[src/rtl/demux4_reg_if.sv]
// Bus bundle for demux4_reg: source-side sel/in handshake plus four lane outputs.
// Counter signals exist only when DEMUX_COUNT_EN is defined.
interface demux4_reg_if #(
  parameter int unsigned W = 32
);
  logic [1:0]   sel;
  logic [W-1:0] in;
  logic         in_valid;
  logic         in_ready;

  logic [W-1:0] one;
  logic [W-1:0] two;
  logic [W-1:0] three;
  logic [W-1:0] four;

  logic         one_valid;
  logic         two_valid;
  logic         three_valid;
  logic         four_valid;

  logic         one_ready;
  logic         two_ready;
  logic         three_ready;
  logic         four_ready;

`ifdef DEMUX_COUNT_EN
  logic [15:0]  cnt_one;
  logic [15:0]  cnt_two;
  logic [15:0]  cnt_three;
  logic [15:0]  cnt_four;
`endif

  modport slave (
    input  sel, in, in_valid,
    input  one_ready, two_ready, three_ready, four_ready,
    output in_ready,
    output one, two, three, four,
    output one_valid, two_valid, three_valid, four_valid
`ifdef DEMUX_COUNT_EN
    , output cnt_one, cnt_two, cnt_three, cnt_four
`endif
  );

  modport master (
    output sel, in, in_valid,
    output one_ready, two_ready, three_ready, four_ready,
    input  in_ready,
    input  one, two, three, four,
    input  one_valid, two_valid, three_valid, four_valid
`ifdef DEMUX_COUNT_EN
    , input cnt_one, cnt_two, cnt_three, cnt_four
`endif
  );
endinterface

[src/rtl/demux4_reg.sv]
// Registered 1-to-4 demultiplexer with a single-entry slot per lane and valid/ready flow control.
// Optional per-lane 16-bit acceptance counters are built when DEMUX_COUNT_EN is defined.
module demux4_reg #(
  parameter int unsigned W = 32
) (
  input  logic         clk,
  input  logic         rst_n,
  demux4_reg_if.slave  bus
);

  typedef enum logic {
    EMPTY = 1'b0,
    FULL  = 1'b1
  } slot_t;

  slot_t        state_q [4];
  slot_t        state_d [4];
  logic [W-1:0] data_q  [4];
  logic [3:0]   ready;
  logic [3:0]   load;
  logic [3:0]   drain;
  logic         accept;

  assign ready = {bus.four_ready, bus.three_ready, bus.two_ready, bus.one_ready};

  // A full slot can still accept when its sink drains it on the same edge.
  assign bus.in_ready = (state_q[bus.sel] == EMPTY) || ready[bus.sel];
  assign accept       = bus.in_valid && bus.in_ready;

  always_comb begin
    load  = '0;
    drain = '0;
    for (int unsigned i = 0; i < 4; i++) begin
      state_d[i] = state_q[i];
      load[i]    = accept && (bus.sel == 2'(i));
      drain[i]   = (state_q[i] == FULL) && ready[i];
      if (load[i]) begin
        state_d[i] = FULL;
      end else if (drain[i]) begin
        state_d[i] = EMPTY;
      end
    end
  end

  always_ff @(posedge clk or negedge rst_n) begin
    if (!rst_n) begin
      for (int unsigned i = 0; i < 4; i++) begin
        state_q[i] <= EMPTY;
      end
    end else begin
      for (int unsigned i = 0; i < 4; i++) begin
        state_q[i] <= state_d[i];
      end
    end
  end

  // Lane data only moves on a load; drained lanes keep showing their last word.
  always_ff @(posedge clk or negedge rst_n) begin
    if (!rst_n) begin
      for (int unsigned i = 0; i < 4; i++) begin
        data_q[i] <= '0;
      end
    end else begin
      for (int unsigned i = 0; i < 4; i++) begin
        if (load[i]) begin
          data_q[i] <= bus.in;
        end
      end
    end
  end

  assign bus.one         = data_q[0];
  assign bus.two         = data_q[1];
  assign bus.three       = data_q[2];
  assign bus.four        = data_q[3];
  assign bus.one_valid   = (state_q[0] == FULL);
  assign bus.two_valid   = (state_q[1] == FULL);
  assign bus.three_valid = (state_q[2] == FULL);
  assign bus.four_valid  = (state_q[3] == FULL);

`ifdef DEMUX_COUNT_EN
  logic [15:0] cnt_q [4];

  // Counters wrap silently at 16 bits.
  always_ff @(posedge clk or negedge rst_n) begin
    if (!rst_n) begin
      for (int unsigned i = 0; i < 4; i++) begin
        cnt_q[i] <= '0;
      end
    end else begin
      for (int unsigned i = 0; i < 4; i++) begin
        if (load[i]) begin
          cnt_q[i] <= cnt_q[i] + 16'd1;
        end
      end
    end
  end

  assign bus.cnt_one   = cnt_q[0];
  assign bus.cnt_two   = cnt_q[1];
  assign bus.cnt_three = cnt_q[2];
  assign bus.cnt_four  = cnt_q[3];
`endif

endmodule

[src/flat_wrapper.sv]
// flat-port wrapper written by rule: the top's interface ports become plain ports
module demux4_reg_flat 
#(
  parameter int unsigned W = 32
)
  (clk, rst_n, bus_sel, bus_in, bus_in_valid, bus_one_ready, bus_two_ready, bus_three_ready, bus_four_ready, bus_in_ready, bus_one, bus_two, bus_three, bus_four, bus_one_valid, bus_two_valid, bus_three_valid, bus_four_valid);
  demux4_reg_if #(.W(W)) bus_i ();
  input  logic clk;
  input  logic rst_n;
  input wire logic [$bits(bus_i.sel)-1:0] bus_sel;
  input wire logic [$bits(bus_i.in)-1:0] bus_in;
  input wire logic [$bits(bus_i.in_valid)-1:0] bus_in_valid;
  input wire logic [$bits(bus_i.one_ready)-1:0] bus_one_ready;
  input wire logic [$bits(bus_i.two_ready)-1:0] bus_two_ready;
  input wire logic [$bits(bus_i.three_ready)-1:0] bus_three_ready;
  input wire logic [$bits(bus_i.four_ready)-1:0] bus_four_ready;
  output wire logic [$bits(bus_i.in_ready)-1:0] bus_in_ready;
  output wire logic [$bits(bus_i.one)-1:0] bus_one;
  output wire logic [$bits(bus_i.two)-1:0] bus_two;
  output wire logic [$bits(bus_i.three)-1:0] bus_three;
  output wire logic [$bits(bus_i.four)-1:0] bus_four;
  output wire logic [$bits(bus_i.one_valid)-1:0] bus_one_valid;
  output wire logic [$bits(bus_i.two_valid)-1:0] bus_two_valid;
  output wire logic [$bits(bus_i.three_valid)-1:0] bus_three_valid;
  output wire logic [$bits(bus_i.four_valid)-1:0] bus_four_valid;
  assign bus_i.sel = bus_sel;
  assign bus_i.in = bus_in;
  assign bus_i.in_valid = bus_in_valid;
  assign bus_i.one_ready = bus_one_ready;
  assign bus_i.two_ready = bus_two_ready;
  assign bus_i.three_ready = bus_three_ready;
  assign bus_i.four_ready = bus_four_ready;
  assign bus_in_ready = bus_i.in_ready;
  assign bus_one = bus_i.one;
  assign bus_two = bus_i.two;
  assign bus_three = bus_i.three;
  assign bus_four = bus_i.four;
  assign bus_one_valid = bus_i.one_valid;
  assign bus_two_valid = bus_i.two_valid;
  assign bus_three_valid = bus_i.three_valid;
  assign bus_four_valid = bus_i.four_valid;
  demux4_reg #(.W(W)) u_core (.clk(clk), .rst_n(rst_n), .bus(bus_i));
endmodule
[config.mk]
export PLATFORM = sky130hd
export DESIGN_NAME = demux4_reg_flat
export DESIGN_NICKNAME = d
export VERILOG_FILES = /design/src/rtl/demux4_reg_if.sv /design/src/rtl/demux4_reg.sv /design/src/flat_wrapper.sv
export SDC_FILE = /design/constraint.sdc
export NUM_CORES = 1
export LEC_CHECK = 0
export CORE_MARGIN = 1.5
export CORE_UTILIZATION = 48
export DETAILED_ROUTE_END_ITERATION = 8
export GPL_ROUTABILITY_DRIVEN = 1
export PLACE_DENSITY = 0.84
export SKIP_CTS_REPAIR_TIMING = 1
export SLEW_MARGIN = 0
export SYNTH_ARGS = -nofsm -noshare
export SYNTH_HDL_FRONTEND = slang
export SYNTH_SLANG_ARGS = --single-unit
[constraint.sdc]
create_clock -name clk -period 2.2 [get_ports clk]
set_clock_uncertainty 0.15 [all_clocks]
set_input_delay 0.22 -clock clk [delete_from_list [all_inputs] [get_ports clk]]
set_output_delay 0.22 -clock clk [all_outputs]
set_load 0.05 [all_outputs]
==> results.yml, run 1 <==
outcome:
  status: "completed"
timing:
  finalCritPeriodShare_pct: 94.01
  fmax_ghz: 0.4835
  hold_viol: 0
  fin_hold_ws_ns: 0.1004
  slew_headroom_pct: 62.02
  tns_ns: 0
  maxSlewViolCount: 0
  period_needed_ns: 2.068
  setup_viol: 0
  tightest_slew_ns: 0.5697
  rsz0062_at_grt: "no"
power_and_ir_drop:
  pwr-share-comb_pct: 39.5
  peakVddDrop_v: 0.0005925
  p_clk_share_pct: 25.6
  p_leak_nw: 3.117
  power.switching_w: 0.003529
  switching_share_pct: 38.37
  p_per_area_nw_per_um2: 1240
  report.power.total_w: 0.009197
  seqPwrFrac_pct: 34.9
  intPower_w: 0.005669
cells_and_area:
  fin_util_pct: 72.47
  diodes: 0
  fin_cells: 623
  drive_gt1_share_pct: 33.88
  fin_nets: 519
  areaGrowthSynthToFinish_pct: 48.30
grt:
  grt_pass1_wl_mm: 18.04
  overflow: 0
  grt_pass1_vias: 3334
  antenna_found_initial: 0
  track_usage_pct: 21.69
  grt_max_degree: 47
floorplan:
  die_x_um: 105.1
  initial_core_util_pct: 48.87
  core_area_um2: 10230
  ios: 174
  die_area_um2: 11040
  core.rowCount: 37
  die_height_um: 105.1
clocking:
  htree_levels: 4
  numCtsBuffers: 17
  cts_root_buffer: "clkbuf_8"
  clk_latency_ns: 0.50
  cts_sinks: 132
  cts_tree: "yes"
  clk_path_buf_depth: 2
  clk_pin_slew_ns: 0.05
logic_synthesis:
  synth_top_area_share_pct: 66.07
  ys_ff_latch: 132
  postSynthAreaPerCell_um2: 17.12
  synth_warnings: 0
  synth_top_area_cell: "dfrtp_1"
  synthTopCellsByArea: "dfrtp_1 (66%), mux2_2 (28%), buf_6 (2.0%)"
  synth_cell_type_count: 16
  yosysSeqAreaShare_pct: 66.07
  synthCells: 292
  syn_nets: 333
  netlist_area_um2: 5000
routing:
  drc_errors: 0
  drt_iter0_drc: 121
  ant_nets: 0
  wl_per_cell_um: 18.19
  firstDrtPassIters: 4
  vias: 3162
  wl_mm: 11.33
  via_per_inst: 5.075
worst_setup_path:
  critPathCaptureType: "output port"
  crit_family: "buffers and inverters"
  r2r_slack_ns: 0.57
  path_max_fanout: 2
  cp_cell_sequence: "clkdlybuf4s50_1"
  cp_num_buf_inv: 1
  max_stage_delay_ns: 0.83
  slowest_stage: "clkdlybuf4s50_1"
  cp_data_arrival_time_ns: 1.70
  start_kind: "register"
  critPathKind: "register to output port"
  required_ns: 1.83
job:
  maxCapViolCount: 0
place:
  routabilityCongestion: 0.8383
  place_hpwl_mm: 7.840
  io_buffer_count: 173
  placed_cells: 594
worst_hold_path:
  hold_class: "input port to asynchronous set/reset pin"
==> power by group through the flow <==
stage | Sequential, W | Combinational [W] | Clock (W)
CTS | 0.00321 | 0.00366 | 0.00241
floorplan | 0.00501 | 0.000516 | 0
detailed placement | 0.00324 | 0.00365 | 0
finish | 0.00321 | 0.00363 | 0.00236
global route | 0.00327 | 0.00375 | 0.00252
global placement | 0.00321 | 0.00360 | 0
==> routing by layer <==
metal  GRT usage, %  up-vias  wire length, um
li1               -     1408                -
met1          26.28     1634             4582
met2          35.71      105             5901
met3          7.049       15              674
met4          9.002        0              171
met5              0        -                0
==> path summary, 6_finish.rpt <==
| kind | start | endpoint | cells after the start |
|---|---|---|---|
| worst max-delay path | u_core.bus.three[0]$_DFFE_PN0P_ | bus_three[0] | 1 |
| worst min-delay path | rst_n | u_core.bus.two[23]$_DFFE_PN0P_ | 2 |
| worst max register to register | u_core.bus.three_valid$_DFFE_PN0P_ | u_core.bus.three[0]$_DFFE_PN0P_ | 4 |
| worst min register to register | u_core.bus.three[5]$_DFFE_PN0P_ | u_core.bus.three[5]$_DFFE_PN0P_ | 1 |
| max in group asynchronous | rst_n | u_core.bus.three[17]$_DFFE_PN0P_ | 3 |
| min in group clk | bus_one_ready | u_core.bus.one_valid$_DFFE_PN0P_ | 3 |
==> state kept, by name, summed over array words and instances (netlist names) <==
register / flops
u_core.bus.four: 32
u_core.bus.two_valid: 1
u_core.bus.four_valid: 1
u_core.bus.one: 32
u_core.bus.three: 32
u_core.bus.three_valid: 1
u_core.bus.one_valid: 1
u_core.bus.two: 32
==> through the flow <==
stage                     area, um^2  worst slack (ns)
after detailed placement        6909           0.08880
after floorplan                 5000            0.3968
final                           7415            0.1319
after global placement          6909            0.1454
after CTS                       7405            0.1026
after global routing            7415           0.08219
==> cell type report <==
| cell class | count | area, um^2 |
|---|---|---|
| sequential | 132 | 3303 |
| multi-input combinational | 145 | 1574 |
| clock inverter | 6 | 32.53 |
| clock buffer | 22 | 462.9 |
| timing repair buffer | 182 | 1872 |
| tap | 136 | 170.2 |
| fill | 668 | 2816 |
==> cells in the final DEF, fill, tap and decap left out <==
cell type        netlist  final
nand3b_1               1      1
nor2b_4                0      1
buf_4                  0      4
and3_2                 0      1
nand2_1                5      5
nand2b_1               4      4
clkinvlp_4             0      1
dlygate4sd3_1          0      1
nor2b_2                1      1
clkbuf_16              0     16
buf_12                 0      6
clkbuf_8               0      4
mux4_2                 1      1
clkinv_2               0      5
mux2_1                 4      4
dfrtp_1              132    132
clkbuf_1               0      2
nand3_1                1      1
mux2_2               124    124
clkdlybuf4s50_1        0    171
o21ai_0                1      1
nor3b_4                1      1
==> cells by family after synthesis <==
group	share of synthesized area [%]
AOI/OAI and AO/OA	0.1000
and+or+nand+nor	1.927
DFF	66.07
muxes	29.28
buffers and inverters	2.628
==> cells in the mapped netlist (all sizes together) <==
cell and number:
nand3 1, mux2 128, clkbuf 1, nand3b 1, nor2b 2, buf 14, o21ai 1, nand2 5
and3 1, nor3b 1, nand2b 4, dfrtp 132, mux4 1
(Power assumes the default switching activity.)
==> run 2: changes to the inputs <==
CORE_UTILIZATION = 45   (was 48)
PLACE_DENSITY = 0.8   (was 0.84)
SKIP_CTS_REPAIR_TIMING = not set   (was 1)
clock period = 2 ns   (was 2.2 ns; I/O delays follow)
==> run 2 against run 1 <==
  * Cell area shrank 1.3%
  * Clock power grew 18%
  * Count of clock-buffer cells in the layout shrank 1
  * Critical path depth grew 2
  * First-iteration DRC count shrank 31%
  * Largest cell class unchanged
  * Largest power group unchanged
  * Highest routed layer unchanged
==> results.yml, run 2 (synthesis gave the netlist of run 1 again) <==
clocking:
  htree_levels: 4
  cts_tree: "yes"
  cts_sinks: 132
  clk_latency_ns: 0.51
  post_cts_buffers: 0
  cts_root_buffer: "clkbuf_8"
  clk_pin_slew_ns: 0.06
  numCtsBuffers: 17
  clk_path_buf_depth: 2
worst_setup_path:
  worstSetupEndpoint: "bus_in_ready"
  cp.depth: 3
  r2r_end: "u_core.bus.three[17]$_DFFE_PN0P_"
  cp_data_arrival_time_ns: 1.64
  critPathCaptureType: "output port"
  start_kind: "register"
  crit_family: "multiplexers"
  max_stage_delay_ns: 0.51
  critPathKind: "register to output port"
  path_max_fanout: 3
  slowest_stage: "mux4_2"
  r2r-start: "u_core.bus.three_valid$_DFFE_PN0P_"
  r2r_slack_ns: 0.38
  cp_num_buf_inv: 1
  cp_cell_sequence: "nand2b_1, mux4_2, buf_6"
  critPathLaunch: "u_core.bus.four_valid$_DFFE_PN0P_"
  required_ns: 1.65
  rr_worst_depth: 4
place:
  routabilityCongestion: 0.7736
  pre_cts_ws_ns: -0.02583
  place_hpwl_mm: 7.805
  io_buffer_count: 173
floorplan:
  die_height_um: 108.4
  die_area_um2: 11750
  core.rowCount: 38
  ios: 174
  core_area_um2: 10840
  die_x_um: 108.4
  initial_core_util_pct: 46.12
power_and_ir_drop:
  report.power.total_w: 0.009894
  seqPwrFrac_pct: 35.4
  power.switching_w: 0.003908
  pwr-share-comb_pct: 36.5
  switching_share_pct: 39.50
  p_per_area_nw_per_um2: 1352
  intPower_w: 0.005985
  p_leak_nw: 3.357
  peakVddDrop_v: 0.0007814
  p_clk_share_pct: 28.2
grt:
  grt_max_degree: 133
  grt_pass1_wl_mm: 18.19
  grt_pass1_vias: 3379
  overflow: 0
  track_usage_pct: 20.73
  antenna_found_initial: 0
routing:
  wl_per_cell_um: 18.21
  drt_iter0_drc: 84
  ant_nets: 0
  vias: 3156
  firstDrtPassIters: 4
  wl_mm: 11.47
  drc_errors: 0
  via_per_inst: 5.010
cells_and_area:
  final_cell_mix: "dlygate4sd2_1 (132), dfrtp_1 (132), mux2_2 (124), clkdlybuf4s50_1 (39), clkbuf_16 (16)"
  fin_util_pct: 67.50
  fin_nets: 519
  areaGrowthSynthToFinish_pct: 46.35
  drive_gt1_share_pct: 34.49
  diodes: 0
timing:
  rsz0062_at_grt: "yes"
  finalWorstSetupSlack_ns: 0.01126
  setup_viol: 0
  fmax_ghz: 0.5028
  maxSlewViolCount: 0
  tightest_slew_ns: 0.7290
  period_needed_ns: 1.989
  hold_viol: 0
  finalCritPeriodShare_pct: 99.44
  slew_headroom_pct: 51.40
worst_hold_path:
  hold_class: "input port to asynchronous set/reset pin"
outcome:
  status: "completed"
job:
  maxCapViolCount: 0
run 2: worst register-to-register path, stage by stage, from the launching register on:
cell and delay, ns:
dfrtp_1 0.37, nand2b_1 0.11, nor3b_4 0.23, buf_12 0.25
mux2_2 0.37
run 2: area by class of cell:
| class | instances | area (um^2) |
|---|---|---|
| clock buffer | 21 | 459.2 |
| tap | 140 | 175.2 |
| multi-input combinational | 145 | 1574 |
| clock inverter | 10 | 82.58 |
| fill | 805 | 3523 |
| sequential | 132 | 3303 |
| timing repair buffer | 182 | 1723 |
run 2: power by group through the flow:
stage	clock network, W	logic [W]	registers, W
after CTS	0.00285	0.00364	0.00351
after detailed placement	0	0.00402	0.00357
after floorplan	0	0.000567	0.00551
after global routing	0.00299	0.00374	0.00358
after global placement	0	0.00397	0.00353
final	0.00279	0.00361	0.00350
run 2: what timing repair did:
| item | 4_1_cts | 5_1_grt |
|---|---|---|
| hold buffers | 1 | 0 |
| hold endpoints to repair | 132 | 0 |
| resized for setup | 133 | 0 |
| pin swaps | 0 | 0 |
| endpoints found under the setup margin | 133 | 1 |
run 2: worst min path at each step:
stage / depth (start not counted) / slack [ns] / endpoint / start
6_report: 3 / 0.14 / u_core.bus.one[23]$_DFFE_PN0P_ / rst_n
5_1_grt: 3 / 0.17 / u_core.bus.two_valid$_DFFE_PN0P_ / bus_sel[0]
2_1_floorplan: 0 / -0.25 / u_core.bus.four[0]$_DFFE_PN0P_ / rst_n
3_5_place_dp: 2 / 0.22 / u_core.bus.one[23]$_DFFE_PN0P_ / rst_n
3_3_place_gp: 2 / 0.21 / u_core.bus.one[23]$_DFFE_PN0P_ / rst_n
4_1_cts: 3 / 0.15 / u_core.bus.two_valid$_DFFE_PN0P_ / bus_sel[0]
run 2: stage by stage:
stage / TNS, ns / hold slack (ns) / cell area [um^2] / instances
global route: -0.03996 / 0.1749 / 7317 / 630
CTS: -0.01467 / 0.1450 / 7317 / 630
finish: 0 / 0.1407 / 7317 / 630
detailed placement: -0.4559 / 0.2227 / 6927 / 598
global placement: 0 / 0.2092 / 6927 / 598
floorplan: 0 / -0.2456 / 5000 / 292
run 2: metal layers:
metal	part of all wire (%)	track usage (%)	wire [um]
met3	6.0	6.329	690
met5	0	0	0
met2	51	34.64	5819
met4	2.4	9.305	281
met1	41	24.59	4679
==> run 3: changes to the inputs <==
TNS_END_PERCENT = 1   (was not set)
==> run 3 against run 2 <==
  * Die area unchanged
  * Critical path depth unchanged
  * Routed wire length unchanged
  * Critical endpoint unchanged
  * Via count unchanged
  * Global-route usage unchanged
  * Clock power about the same
  * Total power unchanged
  * Flip-flop and latch count unchanged
  * Combinational power about the same
  * Worst hold slack unchanged
==> results.yml, run 3 (synthesis gave the netlist of run 1 again) <==
worst_setup_path:
  required_ns: 1.65
  slowest_stage: "mux4_2"
  start_kind: "register"
  cp_num_buf_inv: 1
  critPathCaptureType: "output port"
  crit_family: "multiplexers"
  max_stage_delay_ns: 0.51
  cp_cell_sequence: "nand2b_1, mux4_2, buf_6"
  cp_data_arrival_time_ns: 1.64
  critPathKind: "register to output port"
  path_max_fanout: 3
power_and_ir_drop:
  peakVddDrop_v: 0.0007814
  intPower_w: 0.005985
  p_clk_share_pct: 28.2
  p_leak_nw: 3.357
  switching_share_pct: 39.50
  seqPwrFrac_pct: 35.4
  pwr-share-comb_pct: 36.5
  report.power.total_w: 0.009894
  power.switching_w: 0.003908
  p_per_area_nw_per_um2: 1352
clocking:
  numCtsBuffers: 17
  clk_latency_ns: 0.51
  clk_path_buf_depth: 2
  cts_tree: "yes"
  cts_sinks: 132
  htree_levels: 4
  clk_pin_slew_ns: 0.06
  cts_root_buffer: "clkbuf_8"
grt:
  grt_pass1_wl_mm: 18.19
  grt_pass1_vias: 3379
  grt_max_degree: 133
  antenna_found_initial: 0
  track_usage_pct: 20.73
  overflow: 0
floorplan:
  die_height_um: 108.4
  ios: 174
  die_x_um: 108.4
  initial_core_util_pct: 46.12
  core.rowCount: 38
  core_area_um2: 10840
  die_area_um2: 11750
place:
  placed_cells: 598
  place_hpwl_mm: 7.805
  dpl_cell_area_um2: 6927
  io_buffer_count: 173
  routabilityCongestion: 0.7736
timing:
  maxSlewViolCount: 0
  hold_viol: 0
  tightest_slew_ns: 0.7290
  tns_ns: 0
  fin_hold_ws_ns: 0.1407
  setup_viol: 0
  finalCritPeriodShare_pct: 99.44
  slew_headroom_pct: 51.40
  rsz0062_at_grt: "yes"
  period_needed_ns: 1.989
  fmax_ghz: 0.5028
routing:
  firstDrtPassIters: 4
  ant_nets: 0
  drt_iter0_drc: 84
  wl_per_cell_um: 18.21
  drc_errors: 0
  wl_mm: 11.47
  via_per_inst: 5.010
  vias: 3156
cells_and_area:
  diodes: 0
  fin_nets: 519
  multi_input_area_um2: 1574
  final_cell_mix: "dlygate4sd2_1 (132), dfrtp_1 (132), mux2_2 (124), clkdlybuf4s50_1 (39), clkbuf_16 (16)"
  fillers: 805
  fin_area_um2: 7317
  drive_gt1_share_pct: 34.49
  fin_cells: 630
  areaGrowthSynthToFinish_pct: 46.35
  seqCellArea_um2: 3303
outcome:
  status: "completed"
job:
  maxCapViolCount: 0
worst_hold_path:
  hold_class: "input port to asynchronous set/reset pin"
-- run 3: cell counts in the layout (fill, tap and decap cells not counted) --
Identical to the previous run, type by type.
-- run 3: final timing paths --
check	startpoint	depth (start not counted)	end	slack, ns
worst max-delay path	u_core.bus.four_valid$_DFFE_PN0P_	3	bus_in_ready	0.01
worst min-delay path	rst_n	3	u_core.bus.one[23]$_DFFE_PN0P_	0.14
worst max register to register	u_core.bus.three_valid$_DFFE_PN0P_	4	u_core.bus.three[17]$_DFFE_PN0P_	0.38
worst min register to register	u_core.bus.two[6]$_DFFE_PN0P_	1	u_core.bus.two[6]$_DFFE_PN0P_	0.33
max in group asynchronous	rst_n	3	u_core.bus.three[31]$_DFFE_PN0P_	0.97
min in group clk	bus_sel[0]	3	u_core.bus.two_valid$_DFFE_PN0P_	0.18
-- run 3: power groups by stage --
stage          registers [W]  logic (W)  clock network [W]
2_1_floorplan        0.00551   0.000567                  0
3_3_place_gp         0.00353    0.00397                  0
3_5_place_dp         0.00357    0.00402                  0
4_1_cts              0.00351    0.00364            0.00285
5_1_grt              0.00358    0.00374            0.00299
6_report             0.00350    0.00361            0.00279
-- run 3: per-layer routing --
metal  up-vias  GRT usage, %  wire length [um]
met5         -             0                 0
met4         0         9.305               281
met3        18         6.329               690
met2       111         34.64              5819
met1      1613         24.59              4679
li1       1414             -                 -
-- run 3: worst min-delay path, delay by kind of cell --
kind / cells / cell delay, ns
buf+inv: 3 / 1.08
-- run 3: layout make-up --
cell class / instances / share of cell area [%]
clock inverters: 10 / 1.129
well taps: 140 / 2.394
flip-flops and latches: 132 / 45.14
clock buffers: 21 / 6.276
repair buffers: 182 / 23.55
multi-input cells: 145 / 21.51
-- run 3: stage by stage --
step	worst slack, ns	utilization [%]
5_1_grt	-0.03996	67.50
4_1_cts	-0.01467	67.50
3_5_place_dp	-0.02583	63.90
2_1_floorplan	0.1968	-
3_3_place_gp	0.04321	63.90
6_report	0.01126	67.50
-- run 3: what timing repair did --
item	in CTS	in global routing
hold buffers	1	0
endpoints found under the setup margin	133	1
buffers inserted	0	0
resized for setup	133	0
endpoints found under the hold margin	132	0
